[config.mk]
export PLATFORM = sky130hd
export DESIGN_NAME = sync_fifo_thresh
export DESIGN_NICKNAME = d
export VERILOG_FILES = /design/src/rtl/sync_fifo_thresh.sv
export SDC_FILE = /design/constraint.sdc
export NUM_CORES = 1
export LEC_CHECK = 0
export ABC_AREA = 1
export BUFFER_PORTS_ARGS = -buffer_cell sky130_fd_sc_hd__clkbuf_2
export CAP_MARGIN = 20
export CORE_MARGIN = 1.5
export CORE_UTILIZATION = 65
export CTS_CLUSTER_DIAMETER = 100
export DETAILED_ROUTE_END_ITERATION = 10
export GPL_TIMING_DRIVEN = 0
export PLACE_DENSITY = 0.85
export SLEW_MARGIN = 10
export SYNTH_ARGS = -nofsm -noshare
export SYNTH_HDL_FRONTEND = slang
export SYNTH_SLANG_ARGS = --single-unit
[constraint.sdc]
create_clock -name clk -period 5.5 [get_ports clk]
set_input_delay 0 -clock clk [delete_from_list [all_inputs] [get_ports clk]]
set_output_delay 0 -clock clk [all_outputs]
set_load 0.005 [all_outputs]
[src/rtl/sync_fifo_thresh.sv]
// Single-clock FIFO with arbitrary depth and an optional first-word-fall-through
// read mode. It provides programmable almost-full/almost-empty thresholds, an
// occupancy count, sticky overflow/underflow flags and a synchronous flush.
// Every status flag is a register. Each flag is loaded from the count value the
// FIFO will hold after the edge, so it always matches the registered count.
module sync_fifo_thresh #(
  parameter int  DATA_WIDTH = 8,
  parameter int  DEPTH      = 16,
  parameter int  AFULL_TH   = DEPTH - 2,
  parameter int  AEMPTY_TH  = 2,
  parameter bit  FWFT       = 1'b0,
  localparam int PTR_WIDTH  = $clog2(DEPTH),
  localparam int CNT_WIDTH  = $clog2(DEPTH + 1)
) (
  input  logic                  clk,
  input  logic                  rst,
  input  logic                  flush,
  input  logic                  w_en,
  input  logic [DATA_WIDTH-1:0] data_in,
  input  logic                  r_en,
  output logic [DATA_WIDTH-1:0] data_out,
  output logic                  full,
  output logic                  empty,
  output logic                  almost_full,
  output logic                  almost_empty,
  output logic [CNT_WIDTH-1:0]  count,
  output logic                  overflow,
  output logic                  underflow
);

  localparam logic [PTR_WIDTH-1:0] PTR_LAST = PTR_WIDTH'(DEPTH - 1);
  localparam logic [PTR_WIDTH-1:0] PTR_ONE  = PTR_WIDTH'(1);
  localparam logic [PTR_WIDTH-1:0] PTR_ZERO = PTR_WIDTH'(0);
  localparam logic [CNT_WIDTH-1:0] CNT_FULL = CNT_WIDTH'(DEPTH);
  localparam logic [CNT_WIDTH-1:0] CNT_AF   = CNT_WIDTH'(AFULL_TH);
  localparam logic [CNT_WIDTH-1:0] CNT_AE   = CNT_WIDTH'(AEMPTY_TH);
  localparam logic [CNT_WIDTH-1:0] CNT_ONE  = CNT_WIDTH'(1);
  localparam logic [CNT_WIDTH-1:0] CNT_ZERO = CNT_WIDTH'(0);

  logic [DATA_WIDTH-1:0] mem_r [DEPTH];
  logic [PTR_WIDTH-1:0]  wptr_r, rptr_r, wptr_nxt_s, rptr_nxt_s;
  logic [CNT_WIDTH-1:0]  count_r, cnt_nxt_s;
  logic                  full_r, empty_r, afull_r, aempty_r;
  logic                  ovf_r, unf_r;
  logic [DATA_WIDTH-1:0] dout_r;
  logic                  wr_acc_s, rd_acc_s;

  // Access acceptance uses only the pre-edge flags. Flush suppresses both accesses.
  always_comb begin
    wr_acc_s = 1'b0;
    rd_acc_s = 1'b0;
    if (flush) begin
      wr_acc_s = 1'b0;
      rd_acc_s = 1'b0;
    end else begin
      wr_acc_s = w_en && !full_r;
      rd_acc_s = r_en && !empty_r;
    end
  end

  // Next pointer and count values. Pointers wrap at DEPTH-1 by explicit compare.
  always_comb begin
    wptr_nxt_s = wptr_r;
    rptr_nxt_s = rptr_r;
    cnt_nxt_s  = count_r;
    if (flush) begin
      wptr_nxt_s = PTR_ZERO;
      rptr_nxt_s = PTR_ZERO;
      cnt_nxt_s  = CNT_ZERO;
    end else begin
      if (wr_acc_s) begin
        if (wptr_r == PTR_LAST) begin
          wptr_nxt_s = PTR_ZERO;
        end else begin
          wptr_nxt_s = wptr_r + PTR_ONE;
        end
      end else begin
        wptr_nxt_s = wptr_r;
      end
      if (rd_acc_s) begin
        if (rptr_r == PTR_LAST) begin
          rptr_nxt_s = PTR_ZERO;
        end else begin
          rptr_nxt_s = rptr_r + PTR_ONE;
        end
      end else begin
        rptr_nxt_s = rptr_r;
      end
      case ({wr_acc_s, rd_acc_s})
        2'b10:   cnt_nxt_s = count_r + CNT_ONE;
        2'b01:   cnt_nxt_s = count_r - CNT_ONE;
        default: cnt_nxt_s = count_r;
      endcase
    end
  end

  // Control state, registered flags, sticky errors and the read-data holding register.
  always_ff @(posedge clk or posedge rst) begin
    if (rst) begin
      wptr_r   <= PTR_ZERO;
      rptr_r   <= PTR_ZERO;
      count_r  <= CNT_ZERO;
      full_r   <= 1'b0;
      empty_r  <= 1'b1;
      afull_r  <= 1'b0;
      aempty_r <= 1'b1;
      ovf_r    <= 1'b0;
      unf_r    <= 1'b0;
      dout_r   <= {DATA_WIDTH{1'b0}};
    end else begin
      wptr_r   <= wptr_nxt_s;
      rptr_r   <= rptr_nxt_s;
      count_r  <= cnt_nxt_s;
      full_r   <= (cnt_nxt_s == CNT_FULL);
      empty_r  <= (cnt_nxt_s == CNT_ZERO);
      afull_r  <= (cnt_nxt_s >= CNT_AF);
      aempty_r <= (cnt_nxt_s <= CNT_AE);
      if (flush) begin
        ovf_r <= 1'b0;
        unf_r <= 1'b0;
      end else begin
        ovf_r <= ovf_r | (w_en & full_r);
        unf_r <= unf_r | (r_en & empty_r);
      end
      // In FWFT mode, a flush captures the visible head word so data_out does not change.
      if (rd_acc_s) begin
        dout_r <= mem_r[rptr_r];
      end else if (flush && FWFT && !empty_r) begin
        dout_r <= mem_r[rptr_r];
      end else begin
        dout_r <= dout_r;
      end
    end
  end

  // Storage array; it is intentionally left unreset.
  always_ff @(posedge clk) begin
    if (wr_acc_s) begin
      mem_r[wptr_r] <= data_in;
    end
  end

  // FWFT shows the head word while data is present; otherwise the held register is shown.
  always_comb begin
    data_out = dout_r;
    if (FWFT && !empty_r) begin
      data_out = mem_r[rptr_r];
    end else begin
      data_out = dout_r;
    end
  end

  assign full         = full_r;
  assign empty        = empty_r;
  assign almost_full  = afull_r;
  assign almost_empty = aempty_r;
  assign count        = count_r;
  assign overflow     = ovf_r;
  assign underflow    = unf_r;

endmodule

# ---- Word-level counts from Yosys, hierarchy flattened
# Memories as Yosys holds them, arrays and structs flattened. A register that Yosys moved wholly into a read port is not among the register bits.
# Cells that the tools add are included.
dict set report totals {
  mem_bits_rw 128
  mem_count 1
  register_bits 19
  word_cells 46
  inputBits 13
  out_inout_bits 19
}
# memory depth width read_ports rd_ports_with_merged_regs write_ports line
set mem_list {}
lappend mem_list {mem_r 16 8 1 1 1 40} ;# logic [DATA_WIDTH-1:0] mem_r [DEPTH];
dict set report classes {
  n_lt_le_gt_ge 2
  eq_ne 5
  n_reduce_logical 7
  muxes 14
  addsub 4
  n_bitwise 4
}
# op count
set op_table {}
lappend op_table {{two-way mux 4 bit} 6}
lappend op_table {{case mux 5 bit (2 select lines)} 1}
lappend op_table {{adder 4 x 1 -> 4 bit, second input constant} 2}
lappend op_table {{== test 4 bit, second input constant} 2}
lappend op_table {{two-way mux 1 bit} 6}
lappend op_table {{adder 5 x 1 -> 5 bit, second input constant} 1}
lappend op_table {{== test 5 bit, second input constant} 1}
lappend op_table {{>= comparator 5 x 4 -> 1 bit, second input constant} 1}
lappend op_table {{<= comparator 5 x 2 -> 1 bit, second input constant} 1}
lappend op_table {{zero test 5 bit} 1}
lappend op_table {{two-way mux 5 bit} 1}
lappend op_table {{subtractor 5 x 1 -> 5 bit, second input constant} 1}
lappend op_table {{nonzero test 2 bit} 2}
lappend op_table {{bitwise AND 1 bit} 2}
lappend op_table {{== test 2 x 1 -> 1 bit, second input constant} 1}
lappend op_table {{== test 2 bit, second input constant} 1}
lappend op_table {{logical AND 1 bit} 2}
lappend op_table {{zero test 1 bit} 2}
lappend op_table {{OR 1 bit} 2}

# ---- Logic depth before layout (Yosys ltp)
dict set report logic_depth {
  depth_word 7
  depth_mapped 16
  depth_no_buf 16
}

# ---- Least setup slack after synthesis
# OpenSTA, ideal clock, no wires.
dict set report synth_path {
  path_type {reg-to-reg}
  startpoint {register empty_r, in the netlist empty}
  endpoint {register full_r, in the netlist full}
  slack_ns 3.430
  n_path_buf 0
  setup_ns 0.117
  stages_incl_launch_ff 13
  arrival_time_ns 1.953
  cell_sequence {dfstp_2 > nor2_8 > nand2_1 > clkinv_1 > ha_1 > inv_2 > nor2_1 > nor3_1 > inv_2 > nand2_1 > nor2_2 > nand2_2 > nor2_2}
}
dict set report synth_via {
  elab_chain_len 7
  elab_cells_between_ends 8
  cone_classes {eq/ne: 3; mux: 3; reduce/logical: 2}
}
# item line
set synth_rtl {}
lappend synth_rtl {{from (decl)} 43} ;# logic full_r, empty_r, afull_r, aempty_r;
lappend synth_rtl {{from (signal assigned)} 115} ;# empty_r <= (cnt_nxt_s == CNT_ZERO);
lappend synth_rtl {{zero test 1 bit *} --}
lappend synth_rtl {{logical AND 1 bit *} 57} ;# rd_acc_s = r_en && !empty_r;
lappend synth_rtl {{two-way mux 1 bit *} 52} ;# if (flush) begin
lappend synth_rtl {{== test 2 x 1 -> 1 bit or == test 2 bit (tied branches)} 89} ;# case ({wr_acc_s, rd_acc_s})
lappend synth_rtl {{case mux 5 bit (2 select lines) *} 89}
lappend synth_rtl {{two-way mux 5 bit *} 66} ;# if (flush) begin
lappend synth_rtl {{net cnt_nxt_s[1]} 42} ;# logic [CNT_WIDTH-1:0] count_r, cnt_nxt_s;
lappend synth_rtl {{== test 5 bit *} 114} ;# full_r <= (cnt_nxt_s == CNT_FULL);
lappend synth_rtl {{to (signal assigned)} 114}
lappend synth_rtl {{to (decl)} 43}
# Mark *: on every way through the listed nets, which the timed path passes. The rest lies on a longest branch.
# A chain may end at the register's enable or synchronous reset.

# ---- Worst setup path after layout
dict set report layout_path {
  startpoint {register empty_r, in the netlist empty}
  endpoint {register empty_r, in the netlist empty}
}
dict set report layout_via {
  elab_chain_len 7
  elab_cells_between_ends 8
  cone_classes {eq/ne: 2; mux: 3; reduce/logical: 3}
}
# item line
set layout_rtl {}
lappend layout_rtl {{zero test 1 bit *} --}
lappend layout_rtl {{logical AND 1 bit *} 57}
lappend layout_rtl {{two-way mux 1 bit *} 52}
lappend layout_rtl {{== test 2 x 1 -> 1 bit or == test 2 bit (tied branches)} 89}
lappend layout_rtl {{case mux 5 bit (2 select lines) *} 89}
lappend layout_rtl {{two-way mux 5 bit *} 66}
lappend layout_rtl {{net cnt_nxt_s[4]} 42}
lappend layout_rtl {{zero test 5 bit *} 115}
# Marks and branches as above.

==> impl_metrics.yaml <==
clocking:
  cts-root-buf: "clkbuf_8"
  postCtsSetupBuffers: 0
  cts_tree: "yes"
  clk_latency_ns: 0.54
  clk_pin_slew_ns: 0.06
  cts_sinks: 155
  ctsHtreeMaxLevel: 4
  clockBufferDepth: 2
  numCtsBuffers: 17
synthesis:
  syn_inst: 538
  synth_mux_area_share_pct: 2.066
  synth_seq_cells: 155
  yosysTopAreaCell: "edfxtp_1"
  synth_top_area_share_pct: 59.33
  synth_cell_types: 33
  ys.flop_type: "edfxtp_1"
  syn_area_per_cell_um2: 12.04
  synthArstFlopShare_pct: 17.42
  seq_area_frac_synth_pct: 69.80
  synth_area_mm2: 0.006479
  synth-xor-area-share_pct: 0.2704
  synthAdderAreaFrac_pct: 1.352
  synth_edf_count: 128
  syn_nets: 558
  synth_common_cells: "128 x edfxtp_1, 82 x nand2_1, 69 x nor2_1"
  synth_area_leaders: "edfxtp_1 59%, dfrtp_1 9.7%, nand2_1 4.8%"
  ys.warnings.count: 0
  synth-compound-area-share_pct: 10.18
  synth-simple-area-share_pct: 13.06
  synth_top_family_by_area: "simple AND/OR/NAND/NOR gates"
  yosysMostFrequentCell: "edfxtp_1"
placed_design:
  dp_slack_ns: 2.990
  place_congestion: 0.9617
  dpl.hpwl_um: 10200
  port_buffers: 31
grt:
  grt_max_degree: 22
  antenna_found_initial: 0
  grt_overflow_total: 0
  track_usage_pct: 33.81
  first_global_vias: 4668
  grt_pass1_wl_um: 24970
hold_path:
  whs_path_depth: 3
  worstHoldStart: "flush"
  holdCritPathClass: "input port to register"
  min_to: "count[0]"
sta:
  period_minus_slack_ns: 2.635
  tightest_slew_ns: 1.077
  fin_crit_sh_pct: 47.90
  finalHoldViolations: 0
  timing.final.ws_setup_ns: 2.865
  timing.hold.ws_ns: 0.2327
  fin_setup_tns_ns: 0
  grt_setup_unrepaired: "no"
  drv_slew: 0
  setup_viol: 0
  finClkSkew_ns: 0.006980
  relSlewSlack_pct: 27.95
  fmax_mhz: 379.6
setup_path:
  r2r_start: "empty"
  rrSetupSlack_ns: 2.87
  worstSetupStartpoint: "empty"
  end_kind: "register"
  reg2reg_to: "empty"
  critPathRequiredTime_ns: 5.98
  cp_max_fo: 8
  arrival_ns: 3.12
  r2r_cells: 13
  crit_type: "register to register"
  cp-start-kind: "register"
final_layout:
  n_antenna_cell: 0
  layout-drive-gt1-share_pct: 18.61
  nFillCells: 568
  nets: 625
  synthToLayoutAreaGrowth_pct: 16.98
route:
  wl_per_cell_um: 21.96
  drt_iter0_drc: 782
  drc: 1
  drtAntennaViolNets: 0
  avgViaCountPerCell: 6.407
  dr.pass1.iters: 9
  wl_um: 16500
  num_vias: 4812
run_status:
  violations: "DRC"
  outcome: "complete, but fails checks"
die:
  placementRows: 36
  die_h_um: 102.8
  initial_core_util_pct: 66.59
  ios: 32
  core_mm2: 0.009729
  dieArea_mm2: 0.01058
  die_w_um: 102.8
power:
  ir_drop_mv: 0.2545
  leakage_uw: 0.002831
  p_per_area_mw_per_mm2: 413.2
run:
  maxCapViolCount: 0
[worst max-delay path, cell delays in order (launching register included)]
cell and delay, ns:
dfstp_2 0.61, nor2_8 0.07, nand2_1 0.22, clkinv_1 0.33
ha_1 0.35, a21oi_1 0.28, inv_1 0.13, nand3_2 0.10
nand2_1 0.06, nand2_1 0.09, nand3_2 0.08, nand2_2 0.11
inv_2 0.05, nor2_2 0.09
[flip-flops by register name, indices dropped and copies added (netlist names)]
name	count
rptr_r	4
underflow	1
empty	1
count	5
mem_r	128
almost_empty	1
data_out	8
full	1
overflow	1
wptr_r	4
almost_full	1
[per-layer routing]
layer	wire [µm]	GRT usage, %	up-vias
met4	745	16.94	0
li1	-	-	2057
met2	7895	53.18	394
met5	0	0	-
met1	5794	43.07	2274
met3	2059	10.58	87
[area by class of cell]
cell class	instances	area, µm²	area share (%)
multi-input combinational	332	1769	23.34
buffer	22	103.9	1.370
tap	133	166.4	2.196
inverter	29	108.9	1.436
clock buffer	20	425.4	5.613
timing repair buffer	48	332.8	4.392
sequential	155	4522	59.67
clock inverter	12	150.1	1.981
[timing repair]
item	in CTS	in global routing
hold buffers	13	0
resized for setup	0	0
endpoints found under the hold margin	164	0
endpoints found under the setup margin	0	0
[worst max path at each step]
stage                  endpoint  slack (ns)  depth (start not counted)
floorplan                  full        3.43                         12
global placement    mem_r[6][7]        2.90                          5
detailed placement         full        2.99                         12
CTS                        full        2.93                         12
global route              empty        2.71                         13
finish                    empty        2.87                         13
[cells in the final DEF (no fill, tap or decap), drive strengths merged]
master,count
a21oi,23
buf,17
bufinv,3
clkbuf,60
clkinv,4
clkinvlp,5
dfrtp,25
dfstp,2
dlygate4sd3,13
edfxtp,128
ha,7
inv,29
mux2,3
mux2i,10
nand2,91
nand3,13
nand4,3
nor2,74
nor3,10
o2111ai,1
o211ai,8
o21ai,63
o221ai,3
o22ai,20
o32ai,1
xor2,2
[stage by stage]
stage	cells	utilization (%)	power (µW)	cell area, µm²
6_report	751	77.89	3131	7579
5_1_grt	751	77.89	3227	7579
4_1_cts	751	77.89	3106	7579
3_5_place_dp	706	70.64	1965	6873
3_3_place_gp	702	69.89	1932	6800
2_1_floorplan	538	-	1758	6479
[cell families after synthesis]
kind of cell / Yosys count
simple gates: 191
flops: 155
compound gates: 119
buf+inv: 51
mux: 13
fa+ha+maj: 7
xor+xnor: 2
[power breakdown]
part / internal (µW) / switching (µW) / total [µW] / leakage (µW)
logic: 200 / 387 / 587 / 0.00106
registers: 1340 / 53.5 / 1390 / 0.00150
clock network: 689 / 460 / 1150 / 0.000265
total: 2230 / 901 / 3130 / 0.00283
(Power assumes the default switching activity.)
